## src/rtl/mem_arb.sv

```systemverilog
// Two-master (instruction fetch / data) arbiter in front of a single-port synchronous RAM.
// Define MEM_ARB_RR_EN to arbitrate simultaneous requests round-robin instead of data-first.
module mem_arb #(
    parameter int unsigned WIDTH = 32
) (
    input  logic             clk,
    input  logic             reset,
    input  logic             if_req,
    input  logic [WIDTH-1:0] if_addr,
    output logic             if_gnt,
    output logic             if_rvalid,
    output logic [WIDTH-1:0] if_rdata,
    input  logic             d_req,
    input  logic             d_we,
    input  logic [WIDTH-1:0] d_addr,
    input  logic [WIDTH-1:0] d_wdata,
    output logic             d_gnt,
    output logic             d_rvalid,
    output logic [WIDTH-1:0] d_rdata,
    output logic [WIDTH-1:0] mem_ad,
    output logic [WIDTH-1:0] mem_d,
    output logic             mem_we,
    input  logic [WIDTH-1:0] mem_q,
    output logic             busy
);

    typedef enum logic [1:0] {StIdle, StAccess, StResp} state_e;

    state_e           state_q, state_d;
    logic             owner_d_q;
    logic             rd_q;
    logic             we_q;
    logic [WIDTH-1:0] ad_q, wd_q;
    logic             gnt_d, gnt_i, any_gnt;

`ifdef MEM_ARB_RR_EN
    // 1 when the data side won the most recent grant
    logic             last_d_q;
`endif

    always_comb begin
        gnt_d   = 1'b0;
        gnt_i   = 1'b0;
        state_d = state_q;
        // A new grant may overlap the response phase of the previous access.
        if (!reset && state_q != StAccess) begin
`ifdef MEM_ARB_RR_EN
            if (d_req && if_req) begin
                gnt_d = !last_d_q;
                gnt_i = last_d_q;
            end else begin
                gnt_d = d_req;
                gnt_i = if_req;
            end
`else
            gnt_d = d_req;
            gnt_i = if_req && !d_req;
`endif
        end
        any_gnt = gnt_d || gnt_i;
        unique case (state_q)
            StIdle:   if (any_gnt) state_d = StAccess;
            StAccess: state_d = StResp;
            StResp:   state_d = any_gnt ? StAccess : StIdle;
            default:  state_d = StIdle;
        endcase
    end

    always_ff @(posedge clk) begin
        if (reset) begin
            state_q   <= StIdle;
            owner_d_q <= 1'b0;
            rd_q      <= 1'b0;
            we_q      <= 1'b0;
            ad_q      <= '0;
            wd_q      <= '0;
        end else begin
            state_q <= state_d;
            // Only set on the grant cycle, so the strobe lasts exactly the ACCESS cycle.
            we_q    <= gnt_d && d_we;
            if (any_gnt) begin
                owner_d_q <= gnt_d;
                rd_q      <= !(gnt_d && d_we);
                ad_q      <= gnt_d ? d_addr : if_addr;
                if (gnt_d) wd_q <= d_wdata;
            end
        end
    end

`ifdef MEM_ARB_RR_EN
    always_ff @(posedge clk) begin
        if (reset) begin
            last_d_q <= 1'b0;
        end else if (any_gnt) begin
            last_d_q <= gnt_d;
        end
    end
`endif

    always_comb begin
        if_gnt    = gnt_i;
        d_gnt     = gnt_d;
        if_rvalid = !reset && state_q == StResp && rd_q && !owner_d_q;
        d_rvalid  = !reset && state_q == StResp && rd_q && owner_d_q;
        if_rdata  = mem_q;
        d_rdata   = mem_q;
        mem_ad    = ad_q;
        mem_d     = wd_q;
        mem_we    = we_q;
        busy      = state_q != StIdle;
    end

endmodule

```

## config.mk

```make
export PLATFORM = sky130hd
export DESIGN_NAME = mem_arb
export DESIGN_NICKNAME = d
export VERILOG_FILES = /design/src/rtl/mem_arb.sv
export SDC_FILE = /design/constraint.sdc
export NUM_CORES = 1
export LEC_CHECK = 0
export CAP_MARGIN = 15
export CORE_UTILIZATION = 30
export DETAILED_ROUTE_END_ITERATION = 6
export GPL_ROUTABILITY_DRIVEN = 0
export PLACE_DENSITY = 0.81
export SYNTH_ARGS = -nofsm -noshare
export SYNTH_HDL_FRONTEND = slang
export SYNTH_SLANG_ARGS = --single-unit
export TNS_END_PERCENT = 20
```

## constraint.sdc

```tcl
create_clock -name clk -period 2.1 [get_ports clk]
set_input_delay 0.42 -clock clk [delete_from_list [all_inputs] [get_ports clk]]
set_output_delay 0.42 -clock clk [all_outputs]
set_load 0.1 [all_outputs]
```

After elaboration in Yosys (flattened, before gate mapping)
Cells that the tools add are included. W data, S select, Z words.

Flip-flop bits (word level): 69. Bits in latches: 0. RAM bits: 0. Memory bits (read-only): 0. Input port bits: 133. Memories kept: 0.

Add/sub/neg operators: 0. Multipliers: 0. Divide/modulo/power cells: 0. $lt $le $gt $ge: 0. Equality and inequality tests: 4. Shift-type cells: 0. Multiplexer cells: 6. Bitwise gates (word level): 0. Reduce and logical (&&, ||, !) cells: 15.

Operators by type and width (count): $mux W32 (1); $logic_and A1 B1 Y1 (7); $pmux W2 S3 (1); $logic_not A1 Y1 (4); $mux W1 (3); $eq A2 B1 Y1 const B (1); $eq A2 B2 Y1 const B (1); $logic_not A2 Y1 (1); $mux W2 (1); $ne A2 B1 Y1 const B (1); $ne A2 B2 Y1 const B (1); $reduce_and A2 Y1 (1); $reduce_bool A2 Y1 (1); $logic_or A1 B1 Y1 (1).

Depth between registers and ports, before layout
Depth after elaboration: 6. Depth in mapped cells: 5. Mapped depth without buffers: 3.

Worst setup path before layout
OpenSTA, ideal clock, no wires.

Kind: input to output. From: input port d_req. To: output port if_gnt. Arrival: 2.869 ns. Data required time: 1.680 ns. Slack: -1.189 ns. Cell stages on the path: 4. Cell sequence: nand2b_1 buf_4 buf_4 nor3_1.

Cells in the longest elaborated chain, start to end: 3.

Ends and longest elaborated chain: start: declaration (line 13) `input logic d_req,`; $logic_not A1 Y1 (line 57) `gnt_i = if_req && !d_req;`; $logic_and A1 B1 Y1 (line 57); $mux W1 (line 46) `if (!reset && state_q != StAccess) begin`; end: declaration (line 10) `output logic if_gnt,`.

No other way between the ends.

Worst setup path in the final report
From: register state_q[1]. To: output port d_gnt.

Cells in the longest elaborated chain, start to end: 3.

Ends and longest elaborated chain: start: declaration (line 29) `state_e state_q, state_d;`; start signal: assignment (line 71) `state_q <= StIdle;`; start signal: assignment (line 78) `state_q <= state_d;`; $ne A2 B1 Y1 (line 46); $logic_and A1 B1 Y1 (line 46); $mux W1 (line 46); end: declaration (line 17) `output logic d_gnt,`.

No other way between the ends.

==> impl_metrics.prom <==
# TYPE chip_impl_metric gauge
chip_impl_metric{name="num-nets-final",unit=""} 611
chip_impl_metric{name="drt-vias-per-instance",unit=""} 5.003
chip_impl_metric{name="synth_enable_flop_cells",unit=""} 0
chip_impl_metric{name="antenna_cells",unit=""} 0
chip_impl_metric{name="via_count",unit=""} 3117
chip_impl_metric{name="grt_pass1_vias",unit=""} 3088
chip_impl_metric{name="max_stage_delay",unit="ns"} 0.40
chip_impl_metric{name="postRouteWirelength",unit="mm"} 10.44
chip_impl_metric{name="pin_count",unit=""} 267
chip_impl_metric{name="finish_stage_setup_viols",unit=""} 0
chip_impl_info{name="worst_hold_path_type",value="input port to flip-flop"} 1
chip_impl_metric{name="tightest_pin_transition",unit="ns"} 0.3870
chip_impl_metric{name="critPathRequiredTime",unit="ns"} 1.68
chip_impl_metric{name="post_synthesis_mean_instance_area",unit="µm²"} 8.973
chip_impl_metric{name="leakage",unit="nW"} 2.039
chip_impl_metric{name="worstPathArrival",unit="ns"} 1.43
chip_impl_metric{name="drt_iter0_markers",unit=""} 100
chip_impl_metric{name="n_fill_cell",unit=""} 1044
chip_impl_metric{name="pre_cts_ws",unit="ns"} 0.1686
chip_impl_metric{name="die-width",unit="µm"} 109.2
chip_impl_metric{name="clk_pin_slew_worst_paths",unit="ns"} 0.06
chip_impl_metric{name="detail-route-antenna-nets",unit=""} 0
chip_impl_metric{name="layout.core_utilization",unit="%"} 45.24
chip_impl_metric{name="met2_length",unit="mm"} 5.537
chip_impl_metric{name="syn_area",unit="µm²"} 3446
chip_impl_info{name="critical_path.top_delay_family",value="simple AND/OR/NAND/NOR gates"} 1
chip_impl_metric{name="htreeDepth",unit=""} 3
chip_impl_metric{name="area_occupied_by_multi_input_gates",unit="µm²"} 1280
chip_impl_metric{name="drt_pass1_iterations",unit=""} 4
chip_impl_metric{name="final_design_area_no_fill",unit="µm²"} 4990
chip_impl_metric{name="port_buffers",unit=""} 170
chip_impl_metric{name="drive_gt1_share",unit="%"} 27.54
chip_impl_metric{name="fmaxAchievable",unit="GHz"} 0.5397
chip_impl_metric{name="dp.final_hpwl",unit="mm"} 7.759
chip_impl_metric{name="synth_cells",unit=""} 384
chip_impl_metric{name="sequential_cell_area",unit="µm²"} 1381
chip_impl_metric{name="drc",unit=""} 0
chip_impl_metric{name="min_path_cells",unit=""} 2
chip_impl_metric{name="ys_async_sr_fraction",unit="%"} 0
chip_impl_metric{name="floorplan.initialDensity",unit="%"} 31.24
chip_impl_metric{name="postCtsSetupRepairBufs",unit=""} 0
chip_impl_metric{name="fp.coreArea",unit="µm²"} 11030
chip_impl_info{name="cpMaxStageDelayCell",value="dfxtp_1"} 1
chip_impl_info{name="cts_tree",value="built"} 1
chip_impl_metric{name="yosys_warnings",unit=""} 0
chip_impl_info{name="mostFrequentLayoutCell",value="clkdlybuf4s50_1"} 1
chip_impl_metric{name="cts-root-to-sink-buffers",unit=""} 2
chip_impl_info{name="cp_cell_sequence",value="nand2b_1, nand3_2, inv_1, buf_12"} 1
chip_impl_info{name="worst-setup-path-type",value="flip-flop to output pin"} 1
chip_impl_info{name="top_layer",value="met4"} 1
chip_impl_info{name="ys.flop_type",value="dfxtp_1"} 1
chip_impl_metric{name="power.density_cell_area",unit="nW/µm²"} 928.9
chip_impl_info{name="status",value="complete, no violations"} 1
chip_impl_metric{name="maxSlewViolCount",unit=""} 0
chip_impl_info{name="cts-root-buf",value="clkbuf_16"} 1
chip_impl_metric{name="later_pin_clock_latency_in_the_skew_report",unit="ns"} 0.32
chip_impl_metric{name="layout_cells_excl_fill",unit=""} 623
chip_impl_info{name="mostFrequentLayoutCells",value="99 x clkdlybuf4s50_1, 75 x buf_4, 69 x dfxtp_1"} 1
chip_impl_metric{name="ys_ff_latch",unit=""} 69
chip_impl_metric{name="die_area",unit="µm²"} 11920
chip_impl_info{name="grt_setup_unrepaired",value="false"} 1
chip_impl_metric{name="antenna_violations_before_repair",unit=""} 0
chip_impl_info{name="crit_path_end_kind",value="output pin"} 1
chip_impl_metric{name="timing.critical_path.buf_inv",unit=""} 2
chip_impl_metric{name="wl_per_cell",unit="µm"} 16.75
chip_impl_metric{name="detailed_place.area",unit="µm²"} 4671
chip_impl_metric{name="areaGrowthSynthToFinish",unit="%"} 44.81
chip_impl_metric{name="number_of_clock_buffers_inserted_by_tritoncts",unit=""} 9
chip_impl_metric{name="maximum_number_of_pins_on_one_net_before_global_route_repair",unit=""} 65
chip_impl_metric{name="first_pass_grt_wire_length",unit="mm"} 15.35
chip_impl_metric{name="hold_viol_final",unit=""} 0
chip_impl_metric{name="worst-path-stages",unit=""} 4
chip_impl_metric{name="detailroute.wirelength.met3",unit="µm"} 923
chip_impl_metric{name="sequential_fraction_of_the_synthesis_area",unit="%"} 40.09
chip_impl_metric{name="clock-skew-final",unit="ns"} 0.006110
chip_impl_metric{name="cts-hold-fix-buffers",unit=""} 0
chip_impl_metric{name="gr-total-overflow",unit=""} 0
chip_impl_metric{name="place.detailed.instances",unit=""} 607
chip_impl_metric{name="timing.final.crit_period",unit="ns"} 1.853
chip_impl_metric{name="cts_resized",unit=""} 0
chip_impl_metric{name="vdd_drop_max",unit="mV"} 0.5014
chip_impl_metric{name="timing.reg2reg.worst_path_depth",unit=""} 4
chip_impl_metric{name="synth.distinct_cells",unit=""} 27
chip_impl_metric{name="timing.critical_path.fanout_max",unit=""} 7
chip_impl_info{name="start_kind",value="flip-flop"} 1
chip_impl_metric{name="min_period_over_period",unit="%"} 88.24
chip_impl_metric{name="globalRouteTotalUtil",unit="%"} 16.85
chip_impl_metric{name="relSlewSlack",unit="%"} 74.20
chip_impl_metric{name="final.setup.worst_slack",unit="ns"} 0.2470
chip_impl_metric{name="drv_cap",unit=""} 0
chip_impl_metric{name="drt-met1-wl",unit="mm"} 3.825
chip_impl_metric{name="num_rows",unit=""} 38
chip_impl_metric{name="clock_net_sink_count",unit=""} 69
chip_impl_metric{name="die_height",unit="µm"} 109.2
chip_impl_metric{name="synth_nets",unit=""} 517
==> kinds of logic (layout without fill, tap and decap cells) <==
group                  after synthesis  count (layout)  share of synthesized area, %
and+or+nand+nor                     16              16                         2.869
buffers and inverters              135             234                         23.06
AOI/OAI and AO/OA                  164             164                         33.99
DFF                                 69              69                         40.09
==> power breakdown <==
part           leakage (nW)  internal (mW)  switching, mW
Combinational          1.31          0.439           1.09
Clock                 0.154           1.08          0.541
Sequential            0.572           1.42         0.0625
==> layer usage <==
layer | up-vias | track usage, %
met5 | - | 0
met4 | 0 | 6.286
met3 | 15 | 5.798
met2 | 154 | 31.49
met1 | 1460 | 17.12
li1 | 1488 | -
==> layout make-up <==
| type | count | share of cell area [%] |
|---|---|---|
| multi-input combinational | 180 | 25.65 |
| timing repair buffer | 182 | 34.05 |
| sequential | 69 | 27.68 |
| clock buffer | 13 | 5.015 |
| tap | 140 | 3.511 |
| inverter | 36 | 2.708 |
| clock inverter | 3 | 1.379 |
==> per-stage QoR <==
stage	hold WS [ns]	TNS, ns	power, mW
final	0.4930	0	4.635
after detailed placement	0.4978	0	3.052
after global routing	0.5100	0	4.809
after global placement	0.4876	0	3.029
after floorplan	0.4741	-0.3191	3.163
after CTS	0.4846	0	4.693
==> synth_stat cells, types with 2 or more instances <==
master    count  area share [%]
buf_4        73              16
dfxtp_1      69              40
inv_1        34             3.7
a21oi_1      33             4.8
o21ai_0      33             4.8
o211ai_1     32             7.0
o22ai_1      32             5.8
a211oi_2     29              11
clkbuf_1     15             1.6
buf_2        11             1.6
a211oi_1      3            0.65
nor2_1        3            0.33
inv_2         2            0.22
nand2b_1      2            0.36
==> state kept, by name, indices dropped and copies added (netlist names) <==
register,flops
owner_d_q,1
rd_q,1
mem_ad,32
mem_d,32
mem_we,1
state_q,2
==> worst paths after layout <==
check	start	to	slack, ns
worst min register to register	mem_d[14]	mem_d[14]	0.50
worst max-delay path	state_q[1]	d_gnt	0.25
worst min-delay path	reset	mem_ad[5]	0.49
worst max register to register	state_q[1]	mem_ad[17]	0.55
Note: power is estimated with default switching activity, not from simulation.
